[config.mk]
export PLATFORM = sky130hd
export DESIGN_NAME = pipeline_stage_hs
export DESIGN_NICKNAME = d
export VERILOG_FILES = /design/src/rtl/pipeline_stage_hs.sv
export SDC_FILE = /design/constraint.sdc
export NUM_CORES = 1
export LEC_CHECK = 0
export ABC_AREA = 1
export BUFFER_PORTS_ARGS = -buffer_cell sky130_fd_sc_hd__buf_2
export CAP_MARGIN = 20
export CORE_MARGIN = 2
export CORE_UTILIZATION = 47
export CTS_CLUSTER_DIAMETER = 150
export DETAILED_ROUTE_END_ITERATION = 8
export GPL_ROUTABILITY_DRIVEN = 0
export PLACE_DENSITY = 0.86
export SLEW_MARGIN = 20
export SYNTH_ARGS = -nofsm -noshare
export SYNTH_HDL_FRONTEND = slang
export SYNTH_SLANG_ARGS = --single-unit
[constraint.sdc]
create_clock -name clk -period 8.4 [get_ports clk]
set_clock_uncertainty 0.1 [all_clocks]
set_input_delay 1.26 -clock clk [delete_from_list [all_inputs] [get_ports clk]]
set_output_delay 1.26 -clock clk [all_outputs]
set_load 0.02 [all_outputs]
[src/rtl/pipeline_stage_hs.sv]
// pipeline_stage_hs: one pipeline stage register with valid/ready handshake,
// synchronous flush and a saturating downstream-stall counter.
// Build option: define PIPE_STAGE_SKID_EN for the two-entry skid variant
// (registered in_ready); leave it undefined for a single-register stage
// with combinational in_ready.
module pipeline_stage_hs #(
    parameter int DATA_W = 71,
    parameter int CNT_W  = 16
) (
    input  logic              clk,
    input  logic              reset,
    input  logic              flush,
    input  logic              in_valid,
    output logic              in_ready,
    input  logic [DATA_W-1:0] in_data,
    output logic              out_valid,
    input  logic              out_ready,
    output logic [DATA_W-1:0] out_data,
    output logic [CNT_W-1:0]  stall_count
);

    logic it;
    logic ot;
    logic [CNT_W-1:0] stall_cnt_q;

    assign it = in_valid && in_ready;
    assign ot = out_valid && out_ready;

`ifdef PIPE_STAGE_SKID_EN

    typedef enum logic [1:0] {S_EMPTY = 2'd0, S_FULL = 2'd1, S_SKID = 2'd2} state_e;

    state_e            state_q, state_d;
    logic [DATA_W-1:0] main_q, main_d;
    logic [DATA_W-1:0] skid_q, skid_d;
    logic              in_ready_q;

    // State and payload registers; in_ready is precomputed from the next
    // state so it never depends combinationally on out_ready.
    always_ff @(posedge clk or posedge reset) begin
        if (reset) begin
            state_q    <= S_EMPTY;
            main_q     <= '0;
            skid_q     <= '0;
            in_ready_q <= 1'b1;
        end else begin
            state_q    <= state_d;
            main_q     <= main_d;
            skid_q     <= skid_d;
            in_ready_q <= (state_d != S_SKID);
        end
    end

    // Next-state / payload steering; flush wins and drops any same-cycle beat.
    always_comb begin
        state_d = state_q;
        main_d  = main_q;
        skid_d  = skid_q;
        if (flush) begin
            state_d = S_EMPTY;
        end else begin
            case (state_q)
                S_EMPTY: begin
                    if (it) begin
                        state_d = S_FULL;
                        main_d  = in_data;
                    end
                end
                S_FULL: begin
                    if (it && ot) begin
                        main_d = in_data;
                    end else if (it) begin
                        state_d = S_SKID;
                        skid_d  = in_data;
                    end else if (ot) begin
                        state_d = S_EMPTY;
                    end
                end
                S_SKID: begin
                    if (ot) begin
                        state_d = S_FULL;
                        main_d  = skid_q;
                    end
                end
                default: state_d = S_EMPTY;
            endcase
        end
    end

    // Outputs are straight flop decodes.
    always_comb begin
        out_valid = (state_q != S_EMPTY);
        in_ready  = in_ready_q;
        out_data  = main_q;
    end

`else

    typedef enum logic {S_EMPTY = 1'b0, S_FULL = 1'b1} state_e;

    state_e            state_q, state_d;
    logic [DATA_W-1:0] main_q, main_d;

    // State and payload registers.
    always_ff @(posedge clk or posedge reset) begin
        if (reset) begin
            state_q <= S_EMPTY;
            main_q  <= '0;
        end else begin
            state_q <= state_d;
            main_q  <= main_d;
        end
    end

    // Next-state / payload steering; flush wins and drops any same-cycle beat.
    always_comb begin
        state_d = state_q;
        main_d  = main_q;
        if (flush) begin
            state_d = S_EMPTY;
        end else begin
            case (state_q)
                S_EMPTY: begin
                    if (it) begin
                        state_d = S_FULL;
                        main_d  = in_data;
                    end
                end
                S_FULL: begin
                    if (it) begin
                        main_d = in_data;
                    end else if (ot) begin
                        state_d = S_EMPTY;
                    end
                end
                default: state_d = S_EMPTY;
            endcase
        end
    end

    // A full stage can take a new beat in the same cycle its beat leaves.
    always_comb begin
        out_valid = (state_q == S_FULL);
        in_ready  = !out_valid || out_ready;
        out_data  = main_q;
    end

`endif

    // Saturating count of cycles where a held beat is refused downstream.
    always_ff @(posedge clk or posedge reset) begin
        if (reset) begin
            stall_cnt_q <= '0;
        end else if (out_valid && !out_ready && (stall_cnt_q != {CNT_W{1'b1}})) begin
            stall_cnt_q <= stall_cnt_q + CNT_W'(1);
        end
    end

    assign stall_count = stall_cnt_q;

endmodule
==> run_summary.xml <==
<?xml version="1.0" encoding="UTF-8"?>
<metrics>
  <group name="worst_setup_path">
    <metric name="worst_setup_slack_for_register_to_register_paths" unit="ns">6.54</metric>
    <metric name="timing.critical_path.arrival" unit="ns">1.73</metric>
    <metric name="timing.critical_path.max_delay_family" unit="">buffers and inverters</metric>
    <metric name="timing.critical_path.from" unit="">out_ready</metric>
    <metric name="worstPathRequired" unit="ns">7.04</metric>
    <metric name="worst_path_buf_inv" unit="">3</metric>
    <metric name="cp-endpoint" unit="">in_ready</metric>
    <metric name="rr_endpoint" unit="">out_data[20]</metric>
    <metric name="worst_reg_to_reg_path_cell_count" unit="">3</metric>
    <metric name="critical_path_class" unit="">primary input to output pin</metric>
    <metric name="cp_num_cells" unit="">4</metric>
    <metric name="worstPathMaxFanout" unit="">8</metric>
    <metric name="setup.worst_path.end_class" unit="">output pin</metric>
    <metric name="crit_chain" unit="">buf_2 &gt; inv_1 &gt; nand2_2 &gt; buf_2</metric>
    <metric name="timing.critical_path.slowest_cell_delay" unit="ns">0.20</metric>
    <metric name="timing.rr.start" unit="">out_valid</metric>
    <metric name="worstSetupStartpointType" unit="">primary input</metric>
    <metric name="timing.critical_path.mode_cell" unit="">sky130_fd_sc_hd__buf_2</metric>
    <metric name="slowest_stage" unit="">sky130_fd_sc_hd__buf_2</metric>
  </group>
  <group name="layout">
    <metric name="leading_cell_type_in_the_layout_fill_and_taps_excluded" unit="">sky130_fd_sc_hd__buf_2</metric>
    <metric name="antenna_cells" unit="">0</metric>
    <metric name="multi_input_area" unit="sq mm">0.00139</metric>
    <metric name="area_growth_syn_to_layout" unit="%">29.8</metric>
    <metric name="fillcell_total" unit="">618</metric>
    <metric name="finalNonFillerCells" unit="">579</metric>
    <metric name="regArea" unit="sq mm">0.00220</metric>
    <metric name="post-route-util" unit="">0.629</metric>
    <metric name="share_of_layout_cells_above_drive_strength_1" unit="">0.545</metric>
    <metric name="layout.cells.most_common_list" unit="">164 x sky130_fd_sc_hd__buf_2, 88 x sky130_fd_sc_hd__dfrtp_1, 63 x sky130_fd_sc_hd__mux2_2</metric>
    <metric name="finish.net_count" unit="">549</metric>
  </group>
  <group name="clock_network">
    <metric name="cts.repair_timing.setup_buffer_count" unit="">0</metric>
    <metric name="clock-sinks" unit="">88</metric>
    <metric name="cts.repair.resized" unit="">0</metric>
    <metric name="clock_latency" unit="ns">0.34</metric>
    <metric name="post_cts_hold_buffer_count" unit="">0</metric>
    <metric name="buffer_type_at_the_clock_tree_root" unit="">sky130_fd_sc_hd__clkbuf_8</metric>
    <metric name="path_clk_slew" unit="ns">0.08</metric>
    <metric name="htree_levels" unit="">3</metric>
    <metric name="tritoncts" unit="">yes</metric>
    <metric name="ctsLongestPathBuffers" unit="">2</metric>
    <metric name="cts_inserted_buffers" unit="">9</metric>
  </group>
  <group name="power_and_ir_drop">
    <metric name="p_per_area" unit="mW/mm^2">241</metric>
    <metric name="report.power.total" unit="uW">1170</metric>
    <metric name="p_leak" unit="uW">0.00243</metric>
    <metric name="vdd.ir_drop.worst" unit="uV">143</metric>
  </group>
  <group name="synthesis">
    <metric name="synth_area_leader_cell" unit="">sky130_fd_sc_hd__dfrtp_1</metric>
    <metric name="synth-warning-count" unit="">0</metric>
    <metric name="synthesis.area_per_instance" unit="sq um">12.3</metric>
    <metric name="ys_seq_elements" unit="">88</metric>
    <metric name="synth_seq_area_share" unit="">0.588</metric>
    <metric name="yosys.cell_types.count" unit="">24</metric>
    <metric name="synth_top_cells_by_area" unit="">sky130_fd_sc_hd__dfrtp_1 59%, sky130_fd_sc_hd__mux2_2 19%, sky130_fd_sc_hd__nand2_1 6.2%</metric>
    <metric name="synthesis.area" unit="sq mm">0.00374</metric>
    <metric name="synthCells" unit="">304</metric>
    <metric name="synth_top_area_share" unit="">0.588</metric>
    <metric name="synth.net_count" unit="">381</metric>
  </group>
  <group name="drt">
    <metric name="post_drt_wl_per_cell" unit="um">13.7</metric>
    <metric name="route.detailed.drc" unit="">0</metric>
    <metric name="dr.first_iter.drc_count" unit="">114</metric>
    <metric name="routed_wl" unit="um">7950</metric>
    <metric name="route.vias.total" unit="">2859</metric>
    <metric name="route.detailed.vias_per_inst" unit="">4.94</metric>
    <metric name="drt_pass1_iterations" unit="">4</metric>
    <metric name="route.antenna.remaining_nets" unit="">0</metric>
  </group>
  <group name="timing">
    <metric name="finalMaxSlewViolations" unit="">0</metric>
    <metric name="accumulated_negative_setup_slack" unit="ns">0</metric>
    <metric name="post-route-period-util" unit="">0.368</metric>
    <metric name="worst-slew-pin-transition" unit="ns">0.889</metric>
    <metric name="slew-limit-headroom" unit="">0.407</metric>
    <metric name="layout_setup_ws" unit="ns">5.31</metric>
    <metric name="timing.final.hold_violations" unit="">0</metric>
    <metric name="setup_violations" unit="">0</metric>
    <metric name="period_minus_slack" unit="ns">3.09</metric>
    <metric name="fmax" unit="MHz">324</metric>
    <metric name="grt_setup_unrepaired" unit="">false</metric>
  </group>
  <group name="floorplan">
    <metric name="initial_core_util" unit="">0.484</metric>
    <metric name="io_pins" unit="">165</metric>
    <metric name="die-area" unit="sq mm">0.00869</metric>
    <metric name="floorplan.rows" unit="">32</metric>
    <metric name="core-area" unit="sq mm">0.00773</metric>
    <metric name="fp.dieH" unit="um">93.2</metric>
    <metric name="die-width" unit="um">93.2</metric>
  </group>
  <group name="outcome">
    <metric name="status" unit="">finished, final reports clean</metric>
  </group>
  <group name="global_routing">
    <metric name="grt_antenna_before_repair" unit="">0</metric>
    <metric name="grt_pass1_vias" unit="">2907</metric>
    <metric name="wire_length_of_the_first_global_routing_pass" unit="um">12700</metric>
    <metric name="grt-ovfl-total" unit="">0</metric>
    <metric name="track_usage" unit="">0.186</metric>
    <metric name="maximum_number_of_pins_on_one_net_before_global_route_repair" unit="">89</metric>
  </group>
  <group name="min_path">
    <metric name="hold_depth" unit="">1</metric>
    <metric name="hold_path_class" unit="">register to register</metric>
  </group>
  <group name="place">
    <metric name="buffer_ports.inserted" unit="">164</metric>
    <metric name="placement.setup.worst_slack" unit="ns">5.31</metric>
    <metric name="placedCellCount" unit="">563</metric>
    <metric name="place_hpwl" unit="um">5880</metric>
  </group>
  <group name="run">
    <metric name="max_cap_viol_count" unit="">0</metric>
  </group>
</metrics>
logic make-up after synthesis:
kind of cell / after synthesis / synth area share
and+or+nand+nor: 110 / 0.137
DFF: 88 / 0.588
AOI/OAI and AO/OA: 8 / 0.0124
muxes: 71 / 0.214
xor gates and xnor gates: 2 / 0.00468
adders and majority gates: 1 / 0.00334
buffers and inverters: 24 / 0.0405
routing by layer:
layer,part of all wire,global-route usage,up-vias
li1,-,-,1346
met1,0.39,0.222,1356
met2,0.51,0.309,136
met3,0.079,0.0475,21
met4,0.027,0.0956,0
met5,0,0,-
sequential cells by signal, summed over array words and instances, names as in the netlist:
register and flops:
out_data 71, stall_count 16, out_valid 1
final cells by class:
class | instances | share of cell area
Sequential cell | 88 | 0.453
Clock buffer | 11 | 0.0291
Clock inverter | 5 | 0.0214
Multi-Input combinational cell | 192 | 0.286
Timing Repair Buffer | 165 | 0.171
Tap cell | 102 | 0.0263
Inverter | 16 | 0.0129
worst reg2reg max path: cells and delay by family (launching register included):
kind	cells	cell delay (ns)
multiplexers	1	0.48
flip-flops	1	0.37
AND/OR/NAND/NOR	2	0.81
synthesized netlist by cell type:
| master | instances |
|---|---|
| sky130_fd_sc_hd__ha_1 | 1 |
| sky130_fd_sc_hd__xnor2_1 | 1 |
| sky130_fd_sc_hd__nor2_4 | 2 |
| sky130_fd_sc_hd__mux2_1 | 8 |
| sky130_fd_sc_hd__nand4_1 | 8 |
| sky130_fd_sc_hd__o21bai_2 | 1 |
| sky130_fd_sc_hd__nand2_4 | 2 |
| sky130_fd_sc_hd__nand2_2 | 4 |
| sky130_fd_sc_hd__clkinv_2 | 1 |
| sky130_fd_sc_hd__nand3b_1 | 5 |
| sky130_fd_sc_hd__a21oi_1 | 1 |
| sky130_fd_sc_hd__nand2_1 | 62 |
| sky130_fd_sc_hd__nor2_1 | 15 |
| sky130_fd_sc_hd__xor2_1 | 1 |
| sky130_fd_sc_hd__dfrtp_1 | 88 |
| sky130_fd_sc_hd__o21ai_0 | 3 |
| sky130_fd_sc_hd__inv_2 | 1 |
| sky130_fd_sc_hd__mux2_2 | 63 |
| sky130_fd_sc_hd__nor3_1 | 1 |
| sky130_fd_sc_hd__nand3_1 | 6 |
| sky130_fd_sc_hd__buf_6 | 8 |
| sky130_fd_sc_hd__inv_1 | 14 |
| sky130_fd_sc_hd__nor2_2 | 5 |
| sky130_fd_sc_hd__o21ai_1 | 3 |
worst min-delay path by stage:
stage / from / end / slack, ns
6_report: out_data[61] / out_data[61] / 0.39
5_1_grt: out_data[65] / out_data[65] / 0.41
4_1_cts: out_data[65] / out_data[65] / 0.40
3_5_place_dp: out_data[65] / out_data[65] / 0.38
3_3_place_gp: out_data[60] / out_data[60] / 0.37
2_1_floorplan: out_data[33] / out_data[33] / 0.51
per-stage QoR:
stage | hold WS [ns] | cell area [sq um]
floorplan | 0.515 | 3740
global placement | 0.370 | 4610
detailed placement | 0.378 | 4610
CTS | 0.399 | 4850
global route | 0.406 | 4860
finish | 0.395 | 4860
power breakdown:
group / switching [uW] / internal (uW) / total, uW
combinational: 169 / 118 / 286
clock: 144 / 206 / 350
sequential: 43.8 / 492 / 536
total: 357 / 816 / 1170
(Power assumes the default switching activity.)
